[config.mk]
export PLATFORM = sky130hd
export DESIGN_NAME = uart_tx_scheduler
export DESIGN_NICKNAME = d
export VERILOG_FILES = /design/src/rtl/uart_pkg.sv /design/src/rtl/uart_rr_arbiter.sv /design/src/rtl/uart_tx_scheduler.sv
export SDC_FILE = /design/constraint.sdc
export NUM_CORES = 1
export LEC_CHECK = 0
export BUFFER_PORTS_ARGS = -buffer_cell sky130_fd_sc_hd__buf_2
export CORE_ASPECT_RATIO = 0.9
export CORE_MARGIN = 3
export CORE_UTILIZATION = 40
export DETAILED_ROUTE_END_ITERATION = 8
export PLACE_DENSITY = 0.61
export SLEW_MARGIN = 20
export SYNTH_ARGS = -nofsm -noshare
export SYNTH_HDL_FRONTEND = slang
export SYNTH_SLANG_ARGS = --single-unit
[constraint.sdc]
create_clock -name clk -period 2.25 [get_ports clk]
set_input_delay 0.45 -clock clk [delete_from_list [all_inputs] [get_ports clk]]
set_output_delay 0.45 -clock clk [all_outputs]
set_load 0.005 [all_outputs]
[src/rtl/uart_pkg.sv]
// Shared definitions for the UART transmit scheduler and its helpers.
//   sched_state_t : scheduler FSM states (S_GAP only reachable with UART_TX_GAP_EN)
//   UART_BYTE_W   : width of one transmitted byte
//   grant_w()     : index width needed to name one of n requesters (at least 1)
package uart_pkg;

    localparam int UART_BYTE_W = 8;

    typedef enum logic [2:0] {
        S_IDLE   = 3'd0,
        S_ACCEPT = 3'd1,
        S_WAIT   = 3'd2,
        S_LOCKED = 3'd3,
        S_GAP    = 3'd4
    } sched_state_t;

    function automatic int grant_w(input int n);
        return (n > 1) ? $clog2(n) : 1;
    endfunction

endpackage

[src/rtl/uart_rr_arbiter.sv]
// Combinational round-robin pick: first set request at or above rr_ptr_i,
// wrapping around to index 0.
//   req_i       : request vector
//   rr_ptr_i    : highest-priority index this round (must be < NUM_REQ)
//   winner_o    : index of the selected request (0 when none)
//   any_valid_o : at least one request is set
module uart_rr_arbiter
    import uart_pkg::*;
#(
    parameter int NUM_REQ = 3,
    localparam int GW = grant_w(NUM_REQ)
) (
    input  logic [NUM_REQ-1:0] req_i,
    input  logic [GW-1:0]      rr_ptr_i,
    output logic [GW-1:0]      winner_o,
    output logic               any_valid_o
);

    // Scan from lowest to highest priority so the last hit written is the
    // closest one at or above the pointer.
    always_comb begin
        winner_o    = {GW{1'b0}};
        any_valid_o = |req_i;
        for (int i = NUM_REQ - 1; i >= 0; i--) begin
            winner_o = req_i[(int'(rr_ptr_i) + i) % NUM_REQ]
                     ? GW'((int'(rr_ptr_i) + i) % NUM_REQ)
                     : winner_o;
        end
    end

endmodule

[src/rtl/uart_tx_scheduler.sv]
// Shares one UART transmitter between NUM_REQ byte-stream requesters.
// Round-robin arbitration with packet locking: a grantee keeps the
// transmitter until it sends a byte flagged last or stalls LOCK_TIMEOUT
// cycles while locked. Each byte gets a one-cycle tx_enable, tx_data held
// until tx_done.
// Optional feature macro: UART_TX_GAP_EN inserts GAP_CYCLES idle cycles
// (S_GAP) after every tx_done.
// Ports:
//   clk, Resetn          : clock, asynchronous active-low reset
//   req_valid/data/last  : per-requester byte stream (byte i at [8i+7:8i])
//   req_ready            : one-hot acceptance, high only in S_ACCEPT
//   clear                : synchronous abort of lock/arbitration
//   tx_enable, tx_data   : start pulse and byte to the transmitter
//   tx_done              : transmitter finished the byte
//   grant_id             : current/last grantee
//   busy                 : FSM not idle
module uart_tx_scheduler
    import uart_pkg::*;
#(
    parameter int NUM_REQ      = 3,
    parameter int LOCK_TIMEOUT = 1023,
    parameter int GAP_CYCLES   = 16,
    localparam int GW = grant_w(NUM_REQ)
) (
    input  logic                           clk,
    input  logic                           Resetn,
    input  logic [NUM_REQ-1:0]             req_valid,
    input  logic [UART_BYTE_W*NUM_REQ-1:0] req_data,
    input  logic [NUM_REQ-1:0]             req_last,
    output logic [NUM_REQ-1:0]             req_ready,
    input  logic                           clear,
    output logic                           tx_enable,
    output logic [UART_BYTE_W-1:0]         tx_data,
    input  logic                           tx_done,
    output logic [GW-1:0]                  grant_id,
    output logic                           busy
);

    localparam int TW = $clog2(LOCK_TIMEOUT + 1);

    sched_state_t           state_q, state_d;
    logic [GW-1:0]          rr_ptr_q, rr_ptr_d;
    logic [GW-1:0]          grant_id_q, grant_id_d;
    logic                   tx_enable_q, tx_enable_d;
    logic [UART_BYTE_W-1:0] tx_data_q, tx_data_d;
    logic                   last_q, last_d;
    logic [TW-1:0]          timer_q, timer_d;
    logic [NUM_REQ-1:0]     req_ready_s;
    logic [GW-1:0]          winner_s;
    logic                   any_valid_s;
    logic [GW-1:0]          next_ptr_s;

`ifdef UART_TX_GAP_EN
    localparam int GCW = $clog2(GAP_CYCLES + 1);
    logic [GCW-1:0]         gap_q, gap_d;
`endif

    uart_rr_arbiter #(
        .NUM_REQ (NUM_REQ)
    ) u_arb (
        .req_i       (req_valid),
        .rr_ptr_i    (rr_ptr_q),
        .winner_o    (winner_s),
        .any_valid_o (any_valid_s)
    );

    // Pointer position just past the current grantee, wrapping to 0.
    always_comb begin
        if (grant_id_q == GW'(NUM_REQ - 1)) begin
            next_ptr_s = {GW{1'b0}};
        end else begin
            next_ptr_s = grant_id_q + GW'(1'b1);
        end
    end

    // State register and datapath registers.
    always_ff @(posedge clk or negedge Resetn) begin
        if (!Resetn) begin
            state_q     <= S_IDLE;
            rr_ptr_q    <= {GW{1'b0}};
            grant_id_q  <= {GW{1'b0}};
            tx_enable_q <= 1'b0;
            tx_data_q   <= {UART_BYTE_W{1'b0}};
            last_q      <= 1'b0;
            timer_q     <= {TW{1'b0}};
`ifdef UART_TX_GAP_EN
            gap_q       <= {GCW{1'b0}};
`endif
        end else begin
            state_q     <= state_d;
            rr_ptr_q    <= rr_ptr_d;
            grant_id_q  <= grant_id_d;
            tx_enable_q <= tx_enable_d;
            tx_data_q   <= tx_data_d;
            last_q      <= last_d;
            timer_q     <= timer_d;
`ifdef UART_TX_GAP_EN
            gap_q       <= gap_d;
`endif
        end
    end

    // Next-state and handshake logic.
    always_comb begin
        state_d     = state_q;
        rr_ptr_d    = rr_ptr_q;
        grant_id_d  = grant_id_q;
        tx_enable_d = 1'b0;
        tx_data_d   = tx_data_q;
        last_d      = last_q;
        timer_d     = timer_q;
        req_ready_s = {NUM_REQ{1'b0}};
`ifdef UART_TX_GAP_EN
        gap_d       = gap_q;
`endif
        case (state_q)
            S_IDLE: begin
                if (clear) begin
                    state_d = S_IDLE;
                end else if (any_valid_s) begin
                    grant_id_d = winner_s;
                    state_d    = S_ACCEPT;
                end else begin
                    state_d = S_IDLE;
                end
            end
            S_ACCEPT: begin
                // clear wins over the handshake: no ready, nothing captured.
                if (clear) begin
                    state_d = S_IDLE;
                end else begin
                    req_ready_s[grant_id_q] = 1'b1;
                    tx_data_d   = req_data[int'(grant_id_q) * UART_BYTE_W +: UART_BYTE_W];
                    last_d      = req_last[grant_id_q];
                    tx_enable_d = 1'b1;
                    state_d     = S_WAIT;
                end
            end
            S_WAIT: begin
                // clear cannot abort the byte on the wire; it just ends the packet.
                if (clear) begin
                    last_d = 1'b1;
                end else begin
                    last_d = last_q;
                end
                if (tx_done) begin
`ifdef UART_TX_GAP_EN
                    state_d = S_GAP;
                    gap_d   = {GCW{1'b0}};
`else
                    if (last_q || clear) begin
                        rr_ptr_d = next_ptr_s;
                        state_d  = S_IDLE;
                    end else begin
                        timer_d = {TW{1'b0}};
                        state_d = S_LOCKED;
                    end
`endif
                end else begin
                    state_d = S_WAIT;
                end
            end
            S_LOCKED: begin
                if (clear) begin
                    state_d = S_IDLE;
                end else if (req_valid[grant_id_q]) begin
                    state_d = S_ACCEPT;
                end else if (timer_q == TW'(LOCK_TIMEOUT - 1)) begin
                    // Stalled grantee loses the lock; others get a turn.
                    rr_ptr_d = next_ptr_s;
                    timer_d  = {TW{1'b0}};
                    state_d  = S_IDLE;
                end else begin
                    timer_d = timer_q + TW'(1'b1);
                end
            end
`ifdef UART_TX_GAP_EN
            S_GAP: begin
                if (clear) begin
                    state_d = S_IDLE;
                end else if (gap_q == GCW'(GAP_CYCLES - 1)) begin
                    if (last_q) begin
                        rr_ptr_d = next_ptr_s;
                        state_d  = S_IDLE;
                    end else begin
                        timer_d = {TW{1'b0}};
                        state_d = S_LOCKED;
                    end
                end else begin
                    gap_d = gap_q + GCW'(1'b1);
                end
            end
`endif
            default: begin
                state_d = S_IDLE;
            end
        endcase
    end

    assign req_ready = req_ready_s;
    assign tx_enable = tx_enable_q;
    assign tx_data   = tx_data_q;
    assign grant_id  = grant_id_q;
    assign busy      = (state_q != S_IDLE);

endmodule

Word level (Yosys, flattened, before mapping)
Cells that the tools add are included.
Operators by class
  add/sub/neg operators: 4
  divide/modulo/power cells: 3
  $lt $le $gt $ge: 5
  eq/ne operators: 14
  shift-type cells: 1
  multiplexer cells: 47
  bitwise operators: 1
  reduce and logical (&&, ||, !) cells: 12
Operator list (number)
  < comparator 32 x 4 -> 1 bit (second input constant): 3
  remainder unit 32 x 3 -> 32 bit (second input constant): 2
  2-to-1 mux 10 bit: 5
  remainder unit 3 x 3 -> 32 bit (second input constant): 1
  variable part select 24 x 6 -> 8 bit: 1
  2-to-1 mux 2 bit: 11
  one-hot mux 10 bit (2 select lines): 1
  2-to-1 mux 3 bit: 6
  inequality test 2 bit (second input constant): 8
  2-to-1 mux 1 bit: 15
  one-hot mux 3 bit (4 select lines): 1
  adder 10 x 1 -> 10 bit (second input constant): 1
  binary-select mux 1 bit (select 2 bit): 5
  == test 10 bit (second input constant): 1
  == test 3 x 2 -> 1 bit (second input constant): 2
  AND reduction 3 bit: 2
  AND reduction 6 bit: 1
  AND reduction 5 bit: 1
  inequality test 4 bit (second input constant): 1
  one-hot mux 2 bit (2 select lines): 1
  nonzero test 2 bit: 2
  adder 2 x 1 -> 3 bit (second input constant): 1
  adder 2 x 2 -> 3 bit (second input constant): 1
  == test 3 x 1 -> 1 bit (second input constant): 1
  13 further kinds: 13
Word-level totals
  register bits: 27
  bits of input ports: 34
  logic and storage cells: 94

Depth between registers and ports, before layout
  word-level depth: 8
  gate-level depth with buffers: 7
  depth with buffers taken out: 7

By module
Synthesis repeated with hierarchy kept, for this count alone.
Second synthesis, totals
  cells, all modules: 201
  area, all modules: 1820.5 µm²
Modules (own cells, without submodules)
  uart_tx_scheduler: instances 1, cells each 181, area each 1670.4 µm², sequential area each 650.6 µm²
  uart_rr_arbiter: instances 1, cells each 20, area each 150.1 µm², sequential area each 0.0 µm²

Worst setup path after synthesis
Ideal clock, no wire load.
  path kind: flip-flop to flip-flop
  start point: reg grant_id_q[1] (netlist: grant_id[1])
  end point: reg timer_q[7]
  setup time: 0.078 ns
  data arrival time: 1.662 ns
  slack: 0.510 ns
  stages on the path, launching flop included: 7
  buffers on the path: 1
  cells stage by stage: dfrtp_1 > buf_6 > mux2i_2 > o2111ai_2 > a21o_1 > or3_1 > a21oi_1
Between the ends
  longest elaborated chain between the ends: 4
RTL lines
  from (decl): RTL line uart_tx_scheduler.sv:43  | logic [GW-1:0] grant_id_q, grant_id_d;
  from (signal assigned): RTL line uart_tx_scheduler.sv:81  | grant_id_q <= {GW{1'b0}};
  from (signal assigned): RTL line uart_tx_scheduler.sv:92  | grant_id_q <= grant_id_d;
  binary-select mux 1 bit (select 2 bit): RTL line uart_tx_scheduler.sv:166  | end else if (req_valid[grant_id_q]) begin
  2-to-1 mux 1 bit (implied by the code): RTL line uart_tx_scheduler.sv:166
  inequality test 2 bit (no line)
  AND reduction 5 bit (no line)
  to (signal assigned): RTL line uart_tx_scheduler.sv:85  | timer_q <= {TW{1'b0}};
  to (signal assigned): RTL line uart_tx_scheduler.sv:96  | timer_q <= timer_d;
  to (decl): RTL line uart_tx_scheduler.sv:47  | logic [TW-1:0] timer_q, timer_d;
No other way between the ends. The select of a mux whose other input is x is not followed.
A chain may end at the register's enable or synchronous reset.

Final worst setup path
  start point: reg state_q[1]
  end point: reg timer_q[7]
Between the ends
  longest elaborated chain between the ends: 3
  elaborated cells between the ends (all ways): 9
  those cells by class: eq/ne: 6; mux: 1; reduce/logical: 2
RTL lines
  from (decl): RTL line uart_tx_scheduler.sv:41  | sched_state_t state_q, state_d;
  from (signal assigned): RTL line uart_tx_scheduler.sv:90  | state_q <= state_d;
  == test 3 x 2 -> 1 bit: RTL line uart_tx_scheduler.sv:116  | case (state_q)
  inequality test 2 bit (no line) or nonzero test 2 bit (tied branches)
  AND reduction 5 bit (no line)
Parallel ways exist; a longest one is shown, timed or not.

==> summary.md <==
| Metric | Value |
|---|---|
| Post-synthesis register bit count | `26` |
| Tot GR Track Use | `16.25%` |
| Worst setup SP type | `flop` |
| Syn_area_per_cell | `8.807 sq um` |
| Post-Route M1 WL | `1.820 mm` |
| FF-to-FF End | `timer_q[7]$_DFFE_PN0P_` |
| Total power | `1872 uW` |
| Final Hold Viols | `0` |
| Synth top area share | `41.04%` |
| Synth area leaders | `dfrtp_1 (41%), mux2i_1 (6.9%), a21oi_1 (5.1%)` |
| Cts hold-fix bufs | `0` |
| Post-Syn Area | `1585 sq um` |
| DRT Wirelength | `3.582 mm` |
| Unique cell type count in the Yosys netlist | `37` |
| Reg2reg start | `state_q[1]$_DFFE_PN0P_` |
| # rows | `21` |
| Register-to-register setup slack | `0.28 ns` |
| Clock sink count | `26` |
| Antenna viol nets, final | `0` |
| Clk pin slew, worst setup/hold paths | `0.10 ns` |
| Worst Tran Pin Value | `0.5884 ns` |
| IO Pins | `49` |
| Sequential element share of the synthesized area | `41.04%` |
| Top post-synthesis cells by count | `dfrtp_1 (26), nand2_1 (20), nor2_1 (19)` |
| Synth area leader | `dfrtp_1` |
| Routed wl met3 | `218 um` |
| DRC | `0` |
| DRT Pass-1 Iters | `4` |
| Initial Utilization | `42.19%` |
| Final min period | `1.973 ns` |
| Core ar. | `3757 sq um` |
| Post-synth ARST share | `100.0%` |
| Setup violations, final | `0` |
| Fmax | `0.5069 GHz` |
| Period utilisation layout | `87.68%` |
| Chip Width | `72.36 um` |
| EDFF count, synth | `0` |
| Top-count cell post-synth | `dfrtp_1` |
| Gate Count Post-Synth | `180` |
| DR vias/cell | `5.212` |
| VDD IR max | `0.0005530 V` |
| Hpwl dp | `2.704 mm` |
| CTS buffer count | `3` |
| Die area | `4756 sq um` |
| Kind of critical path | `reg -> reg` |
| Setup TNS | `0 ns` |
| Initial DRC Count | `84` |
| Slew margin rel. | `60.77%` |
| Die Y | `65.73 um` |
| Clock root buffer | `clkbuf_8` |
| Crit Path Max Fanout | `11` |
| Fraction of layout cells with a size suffix above 1 | `28.02%` |
| Maxcap violations | `0` |
| Ys Warns | `0` |
| Status | `finished clean` |
| Arr. time, crit path | `2.18 ns` |
| Worst EP required | `2.46 ns` |
| CTS Buffer Depth | `2` |
| RSZ-0062 raised after global routing | `no` |
| Lkg Pwr | `0.0009289 uW` |
| First-pass GRT wire length | `6.085 mm` |
| Setup Fix Bufs, Post-CTS | `0` |
| Clock skew | `0.01153 ns` |
| Nets@finish | `272` |
| CP Capture Type | `flop` |
| Post-cts gate resize count | `0` |
| Slew Limit Fails | `0` |
| Port Buffers | `48` |
| Ant. Diodes | `0` |
| Hold WC Path Type | `in -> async` |
| Post-synth net total | `219` |
| Worst r2r path cells | `5` |
| Worst skew pair latency | `0.27 ns` |
| Area Growth Syn to Fin | `23.20%` |
| Routed wire per std cell | `12.88 um` |
| Vias in the first global route | `1307` |
| Initial antenna violation count | `0` |
| Vias | `1449` |
| H-tree levels | `1` |
| GP Congestion | `0.8246` |
| PD cells | `958.2 nW/um^2` |
| Ys flop type | `dfrtp_1` |
| Total grt overflow | `0` |
| Met2 Wirelength | `1.519 mm` |
| Largest net degree at the start of global routing | `27` |
| Top sig layer | `met4` |
| CTS tree | `built` |
==> layout make-up <==
| cell class | instances | area (sq um) |
|---|---|---|
| timing repair buffer | 54 | 285.3 |
| sequential | 26 | 650.6 |
| fill | 382 | 1804 |
| multi-input combinational | 137 | 863.3 |
| clock buffer | 4 | 55.05 |
| tap | 46 | 57.56 |
| inverter | 11 | 41.29 |
==> cell usage in the layout, fill, tap and decap left out, types with 3 or more instances in the layout <==
cell / Yosys / routed
o21ai_0: 16 / 16
nand4_1: 3 / 3
a211oi_1: 3 / 3
buf_4: 0 / 6
nand2_1: 20 / 20
ha_1: 5 / 5
a21oi_1: 16 / 16
nor3_1: 5 / 5
nor2_1: 19 / 19
mux2i_1: 11 / 11
clkbuf_8: 0 / 4
nand3_1: 4 / 4
dfrtp_1: 26 / 26
inv_1: 10 / 10
nand2b_1: 4 / 4
buf_2: 0 / 48
xnor2_1: 4 / 4
==> where the power goes <==
part           switching, uW  internal, uW  leakage, uW
logic                    461           386     0.000561
registers                120           600     0.000339
clock network            148           156    0.0000288
==> kinds of logic after synthesis <==
logic type	count (synthesis)	share of synthesized area, %
AO/OA/AOI/OAI	48	19.26
XOR/XNOR	4	2.210
adder cells (fa/ha/maj)	5	3.946
buffers and inverters	17	4.499
flip-flops	26	41.04
multiplexers	14	9.234
AND/OR/NAND/NOR	66	19.81
==> metal layers <==
layer,GRT usage [%],up-vias
met5,0,-
met2,23.30,40
met1,23.87,663
met4,4.225,0
li1,-,744
met3,4.434,2
==> worst max-delay path: stages (launching register included) <==
cell     delay (ns)
dfrtp_1        0.52
nor3b_1        0.33
nand2_1        0.25
a21o_1         0.30
or3_1          0.36
a21oi_1        0.14
==> how the worst max path moves through the flow <==
stage / from / to / slack, ns / cells past startpoint
6_report: state_q[1]$_DFFE_PN0P_ / timer_q[7]$_DFFE_PN0P_ / 0.28 / 5
5_1_grt: state_q[1]$_DFFE_PN0P_ / timer_q[7]$_DFFE_PN0P_ / 0.02 / 5
4_1_cts: state_q[1]$_DFFE_PN0P_ / timer_q[7]$_DFFE_PN0P_ / 0.29 / 5
3_5_place_dp: clear / timer_q[7]$_DFFE_PN0P_ / 0.26 / 6
3_3_place_gp: clear / timer_q[7]$_DFFE_PN0P_ / 0.30 / 6
2_1_floorplan: grant_id[1]$_DFFE_PN0P_ / timer_q[7]$_DFFE_PN0P_ / 0.51 / 6
==> per-stage QoR <==
stage / worst slack [ns] / cells / area [sq um] / utilization, % / hold WS, ns
after floorplan: 0.5101 / 180 / 1585 / - / 0.1544
after global placement: 0.2956 / 274 / 1898 / 50.52 / 0.4605
after detailed placement: 0.2637 / 274 / 1898 / 50.52 / 0.4691
after CTS: 0.2903 / 278 / 1953 / 51.98 / 0.1889
after global routing: 0.01708 / 278 / 1953 / 51.98 / 0.1973
final: 0.2773 / 278 / 1953 / 51.98 / 0.1644
==> flip-flops by register name, summed over array words and instances (netlist names) <==
| name | flops |
|---|---|
| timer_q | 10 |
| state_q | 2 |
| rr_ptr_q | 2 |
| last_q | 1 |
| tx_data | 8 |
| tx_enable | 1 |
| grant_id | 2 |
No activity file was read; power rests on OpenSTA's default activity.
